## src/rtl/countdown_timer.sv

```systemverilog
`default_nettype none
// ============================================================================
// Module   : countdown_timer
// Purpose  : Game-clock countdown. Loads a second count (clamped to MAX_SEC),
//            decrements it once every CLK_HZ running cycles while enabled,
//            and flags expiry for the HUD display and game-over logic.
// Ports    : clk_100mhz_in  - system clock
//            rst_n_in       - asynchronous active-low reset
//            load_in        - 1-cycle pulse: load start_sec_in, abort any run
//            start_sec_in   - seconds to load (sampled only with load_in)
//            run_in         - level: 1 = count down, 0 = pause
//            time_out       - seconds remaining (registered)
//            tick_out       - 1-cycle pulse on each decrement
//            done_out       - 1-cycle pulse when time_out reaches 0 by counting
//            expired_out    - sticky expiry flag, cleared by the next load
//            state_out      - 0=IDLE 1=RUNNING 2=PAUSED 3=EXPIRED
// Revision : 1.0 - initial release
// ============================================================================
module countdown_timer #(
  parameter int CLK_HZ    = 100_000_000,
  parameter int SEC_WIDTH = 10,
  parameter int MAX_SEC   = 999
) (
  input  logic                 clk_100mhz_in,
  input  logic                 rst_n_in,
  input  logic                 load_in,
  input  logic [SEC_WIDTH-1:0] start_sec_in,
  input  logic                 run_in,
  output logic [SEC_WIDTH-1:0] time_out,
  output logic                 tick_out,
  output logic                 done_out,
  output logic                 expired_out,
  output logic [1:0]           state_out
);

  // Prescaler needs to hold 0..CLK_HZ-1; keep at least one bit for CLK_HZ=1.
  localparam int                 c_PRESC_W    = (CLK_HZ > 1) ? $clog2(CLK_HZ) : 1;
  localparam logic [c_PRESC_W-1:0] c_PRESC_TERM = c_PRESC_W'(CLK_HZ - 1);
  localparam logic [SEC_WIDTH-1:0] c_MAX_SEC    = SEC_WIDTH'(MAX_SEC);
  localparam logic [SEC_WIDTH-1:0] c_ONE_SEC    = SEC_WIDTH'(1);

  typedef enum logic [1:0] {
    ST_IDLE    = 2'd0,
    ST_RUNNING = 2'd1,
    ST_PAUSED  = 2'd2,
    ST_EXPIRED = 2'd3
  } state_t;

  state_t                 r_state;
  logic [c_PRESC_W-1:0]   r_presc;
  logic [SEC_WIDTH-1:0]   r_time;
  logic                   r_tick;
  logic                   r_done;
  logic                   r_expired;

  logic [SEC_WIDTH-1:0]   w_load_val;

  assign w_load_val = (start_sec_in > c_MAX_SEC) ? c_MAX_SEC : start_sec_in;

  always_ff @(posedge clk_100mhz_in or negedge rst_n_in) begin
    if (!rst_n_in) begin
      r_state   <= ST_IDLE;
      r_presc   <= '0;
      r_time    <= '0;
      r_tick    <= 1'b0;
      r_done    <= 1'b0;
      r_expired <= 1'b0;
    end else begin
      // Pulses are only ever raised in a decrement cycle.
      r_tick <= 1'b0;
      r_done <= 1'b0;

      if (load_in) begin
        // Load wins over everything and discards any partial second.
        r_time    <= w_load_val;
        r_presc   <= '0;
        r_expired <= 1'b0;
        r_state   <= ST_IDLE;
      end else begin
        case (r_state)
          ST_IDLE: begin
            if (run_in && (r_time != '0)) begin
              r_state <= ST_RUNNING;
            end
          end

          ST_RUNNING: begin
            if (!run_in) begin
              // Prescaler holds so the partial second resumes later.
              r_state <= ST_PAUSED;
            end else if (r_presc == c_PRESC_TERM) begin
              r_presc <= '0;
              r_time  <= r_time - c_ONE_SEC;
              r_tick  <= 1'b1;
              if (r_time == c_ONE_SEC) begin
                r_done    <= 1'b1;
                r_expired <= 1'b1;
                r_state   <= ST_EXPIRED;
              end
            end else begin
              r_presc <= r_presc + c_PRESC_W'(1);
            end
          end

          ST_PAUSED: begin
            if (run_in) begin
              r_state <= ST_RUNNING;
            end
          end

          ST_EXPIRED: begin
            // Only a load leaves this state.
          end

          default: begin
            r_state <= ST_IDLE;
          end
        endcase
      end
    end
  end

  assign time_out    = r_time;
  assign tick_out    = r_tick;
  assign done_out    = r_done;
  assign expired_out = r_expired;
  assign state_out   = r_state;

endmodule
`default_nettype wire

```

## config.mk

```make
export PLATFORM = sky130hd
export DESIGN_NAME = countdown_timer
export DESIGN_NICKNAME = d
export VERILOG_FILES = /design/src/rtl/countdown_timer.sv
export SDC_FILE = /design/constraint.sdc
export NUM_CORES = 1
export LEC_CHECK = 0
export ABC_AREA = 1
export BUFFER_PORTS_ARGS = -buffer_cell sky130_fd_sc_hd__buf_4
export CAP_MARGIN = 20
export CORE_UTILIZATION = 64
export DETAILED_ROUTE_END_ITERATION = 16
export GPL_TIMING_DRIVEN = 0
export PLACE_DENSITY_LB_ADDON = 0.25
export REMOVE_ABC_BUFFERS = 1
export SYNTH_ARGS = -nofsm -noshare
export SYNTH_HDL_FRONTEND = slang
export SYNTH_SLANG_ARGS = --single-unit
```

## constraint.sdc

```tcl
create_clock -name clk_100mhz_in -period 4.3 [get_ports clk_100mhz_in]
set_input_delay 0.645 -clock clk_100mhz_in [delete_from_list [all_inputs] [get_ports clk_100mhz_in]]
set_output_delay 0.645 -clock clk_100mhz_in [all_outputs]
set_load 0.01 [all_outputs]
```

# Yosys cells after proc, flatten, opt, wreduce, memory -nomap -nowiden
# Cells that the tools add are included.
# totals
register_bits,42
latch_bits,0
ram_bits,0
romBits,0
input_bits,14
output_inout_bits,15
wordCells,59
memories,0
# classes
add_sub_neg,2
n_mul,0
div_mod_pow,0
order_cmp,1
eq_ne,8
shifts,0
muxes,30
n_bitwise,0
n_reduce_logical,12
# op_table
op,count
27-bit 2-to-1 mux,4
10-bit 2-to-1 mux,5
27-bit by 1-bit adder with 27-bit output (second input constant),1
27-bit equality test (second input constant),1
1-bit 2-to-1 mux,14
2-bit 2-to-1 mux,6
10-bit by 1-bit equality test with 1-bit output (second input constant),1
10-bit greater-than comparator (second input constant),1
10-bit nonzero test,1
10-bit by 1-bit subtractor with 10-bit output (second input constant),1
4-bit inequality test (second input constant),2
2-bit nonzero test,4
3-bit inequality test (second input constant),2
2-bit one-hot mux with 3 select lines,1
5-bit AND reduction,1
4-bit AND reduction,1
4-bit nonzero test,1
3-bit AND reduction,1
2-bit by 1-bit equality test with 1-bit output (second input constant),1
2-bit equality test (second input constant),1
2-bit zero test,1
2-bit AND reduction,1
1-bit logical AND,1

# Depth between registers and ports, before layout
# depth
ltp_word,6
ltp_mapped,13
depth_no_buf,11

# Least setup slack after synthesis
# OpenSTA, ideal clock, no wires.
# synth_timing
kind,in2reg
start,input port load_in
end,register r_presc[24]
setup_time_ps,114
arrival_ps,1353
t_required_ps,4186
setup_slack_ps,2833
cell_stages,10
n_path_buf,1
path_cell_list,inv_2 -> nand2_1 -> nand2_2 -> buf_6 -> nor2_2 -> nand2_1 -> nor2_1 -> nand2_1 -> nand2_1 -> nor2_1
# synth_via
elab_chain_len,2
elab_cells_between_ends,4
cone_classes,mux (1); reduce/logical (3)
# synth_lines
element,line,source
start: declaration,26,"input logic load_in,"
2-bit nonzero test (no line),-,
2-bit AND reduction (no line),-,
end signal: assignment,101,r_presc <= r_presc + c_PRESC_W'(1);
end: declaration,50,logic [c_PRESC_W-1:0] r_presc;
# Parallel ways exist; a longest one is shown, timed or not.
# A chain may end at the register's enable or synchronous reset.

# Worst setup path after layout
# layout_timing
start,input port load_in
end,register r_time[9] (netlist: time_out[9])
# layout_via
elab_chain_len,2
elab_cells_between_ends,5
cone_classes,mux (1); reduce/logical (4)
# layout_lines
element,line,source
2-bit nonzero test (no line),-,
3-bit AND reduction (no line),-,
end signal: assignment,75,r_time <= w_load_val;
end signal: assignment,93,r_time <= r_time - c_ONE_SEC;
end: declaration,51,logic [SEC_WIDTH-1:0] r_time;
# Parallel ways exist; a longest one is shown, timed or not.

==> metrics <==
global-route usage over all layers=33.6%; leakage power summed over all cells=1.57 nW; detailed-route wire length per cell=13.4 um; Yosys warnings=0; I/O Buffers=28; most area-hungry cell type in the Yosys netlist=dfrtp_1; cells on worst reg2reg path=9; worst IR drop on VDD=0.352 mV; Tightest Pin Transition=0.532 ns; startpoint types=input pin; setup fix buffers added after clock tree synthesis=0; worst clock skew=0.00731 ns; starting DRC count in detailed routing=250; Total Die Area=4730 um^2; Hold/Removal Path Class=in -> async; number of enable flip-flop cells after synthesis=0; Antenna Violating Nets Remaining=0; Clk Tree Root Cell=clkbuf_8; placed cell area=3060 um^2; crit path kind=in -> reg; largest net degree at the start of global routing=43; initial antenna violation count=0; ANT cells=0; Crit Path Max Fanout=22; origin of the critical flop-to-flop path=state_out[1]; worst skew pair latency=0.29 ns; final cell count without fillers=527; synthesized area per cell=6.34 um^2; Hold Slack=0.331 ns; wire length of the first global-routing pass=11600 um; vias in the first global route=2596; I/O pins=29; net total in the final layout=494; Arr. time, crit path=2.50 ns; detailed-route DRC error count=0; fraction of layout cells with a size suffix above 1=10.7%; core region area=4140 um^2; maximum buffer depth of the clock tree=2; area share of the largest cell type after synthesis=36.8%; clock tree from TritonCTS=done; register bit total from synthesis=42; Max Slew Vio Count=0; RR Endpoint=time_out[9]; run status=complete, no violations; total via count in the routed design=2909; most used flip-flop cell after synthesis=dfrtp_1; dominant cells by area after synthesis=dfrtp_1 (37%), nand2_1 (21%), nor2_1 (11%); Data required, critical path=4.49 ns; power after layout=1.29 mW; worst setup timing slack at the placement stage=1.70 ns; leading cell type by number of instances after synthesis=nand2_1; post-route cell area=3160 um^2; number of buffers created by CTS=5; initial standard-cell utilization of the core=68.9%; final worst path period share=53.7%; register-to-register setup slack=2.10 ns; final wirelength=7050 um; Die Span Y=68.8 um; cell count after synthesis=450; maxcap violations=0; number of sinks handled by clock tree synthesis=42; quantity of gates resized following cts=0; Min Clock Period, post-route=2.31 ns; via density per instance=5.52; row cnt=23; sequential element share of the synthesized area=36.8%; CTS hold repair buffers=0; cell types with the highest counts after synthesis=nand2_1 (162), nor2_1 (86), inv_1 (47); total setup violations reported at the end of the flow=0; area growth from synthesis to layout=10.6%; power density relative to cell area=408 nW/um^2; endpoint type of the worst setup path=flop; final core utilization=76.2%; share of synthesized registers carrying an async set or reset=100%; die width=68.8 um; HPWL after detailed placement=5190 um; gr ovfl total=0; min setup slack post-route=1.99 ns; maximum level of the CTS H-tree=2; cell count after placement=519; clock slew at the register clock pins of the worst setup and hold paths=0.08 ns; placer congestion estimate=0.914; Total Neg Setup Slack=0 ns; relative max-transition margin=64.5%; maximum clock frequency=433 MHz; Post-Synthesis Cell Area=2860 um^2; hold violation count in the final report=0; synth unique cells=29; setup repair after global routing missed its margin=false; detailed-router iteration count before antenna repair=5
cell families after synthesis:
logic type | share of synthesized area, %
xor+xnor | 1.84
flops | 36.8
simple gates | 45.4
fa+ha+maj | 1.75
compound gates | 5.26
buf+inv | 8.90
worst max-delay path by stage:
stage | start | end | slack, ns | cells after the start
2_1_floorplan | load_in | time_out[0] | 2.47 | 8
3_3_place_gp | load_in | time_out[8] | 1.79 | 9
3_5_place_dp | load_in | time_out[9] | 1.70 | 9
4_1_cts | load_in | time_out[9] | 2.01 | 9
5_1_grt | load_in | time_out[5] | 1.80 | 9
6_report | load_in | time_out[9] | 1.99 | 9
registers in the layout, indices dropped and copies added, names as in the netlist:
name and cells:
expired_out 1, done_out 1, time_out 10, r_presc 27, state_out 2, tick_out 1
metal layers:
layer / global-route usage (%) / vias to the layer above / routed length, um
li1: - / 1457 / -
met1: 40.2 / 1325 / 2930
met2: 59.8 / 109 / 3600
met3: 5.10 / 18 / 336
met4: 13.5 / 0 / 176
met5: 0 / - / 0
report_power, final:
group          total, mW  internal, mW  switching (mW)
Sequential         0.540         0.453          0.0871
Combinational      0.478         0.185           0.293
Clock              0.269         0.129           0.139
critical path, cell delays in order:
cell and delay, ns:
buf_4 0.17, inv_2 0.20, nand2_1 0.13, nand2_2 0.26, inv_2 0.19, nand2_2 0.42
inv_2 0.29, nand2_1 0.14, nand2_1 0.06
layout by cell type (no fill, tap or decap):
cell,instances
nor2_4,2
and2_1,1
xnor2_1,2
nand2_2,5
o22ai_1,1
nor2_1,86
a31oi_1,2
ha_1,4
o21ai_1,5
clkbuf_8,6
o21bai_1,1
buf_4,28
inv_1,47
a31o_2,1
clkinv_2,1
nand3b_1,2
inv_2,3
nor3_1,7
a21boi_0,2
o21ai_0,11
a21oi_1,4
xor2_1,4
clkinvlp_4,1
nand3_1,30
nand4_1,13
nor2_2,4
nand2_1,162
dfrtp_1,42
area by class of cell:
| type | count | area [um^2] |
|---|---|---|
| clock inverters | 2 | 12.5 |
| fillers | 342 | 987 |
| flip-flops and latches | 42 | 1050 |
| well taps | 50 | 62.6 |
| repair buffers | 28 | 210 |
| clock buffers | 6 | 82.6 |
| multi-input cells | 349 | 1550 |
| inverters | 50 | 188 |
No activity file was read; power rests on OpenSTA's default activity.
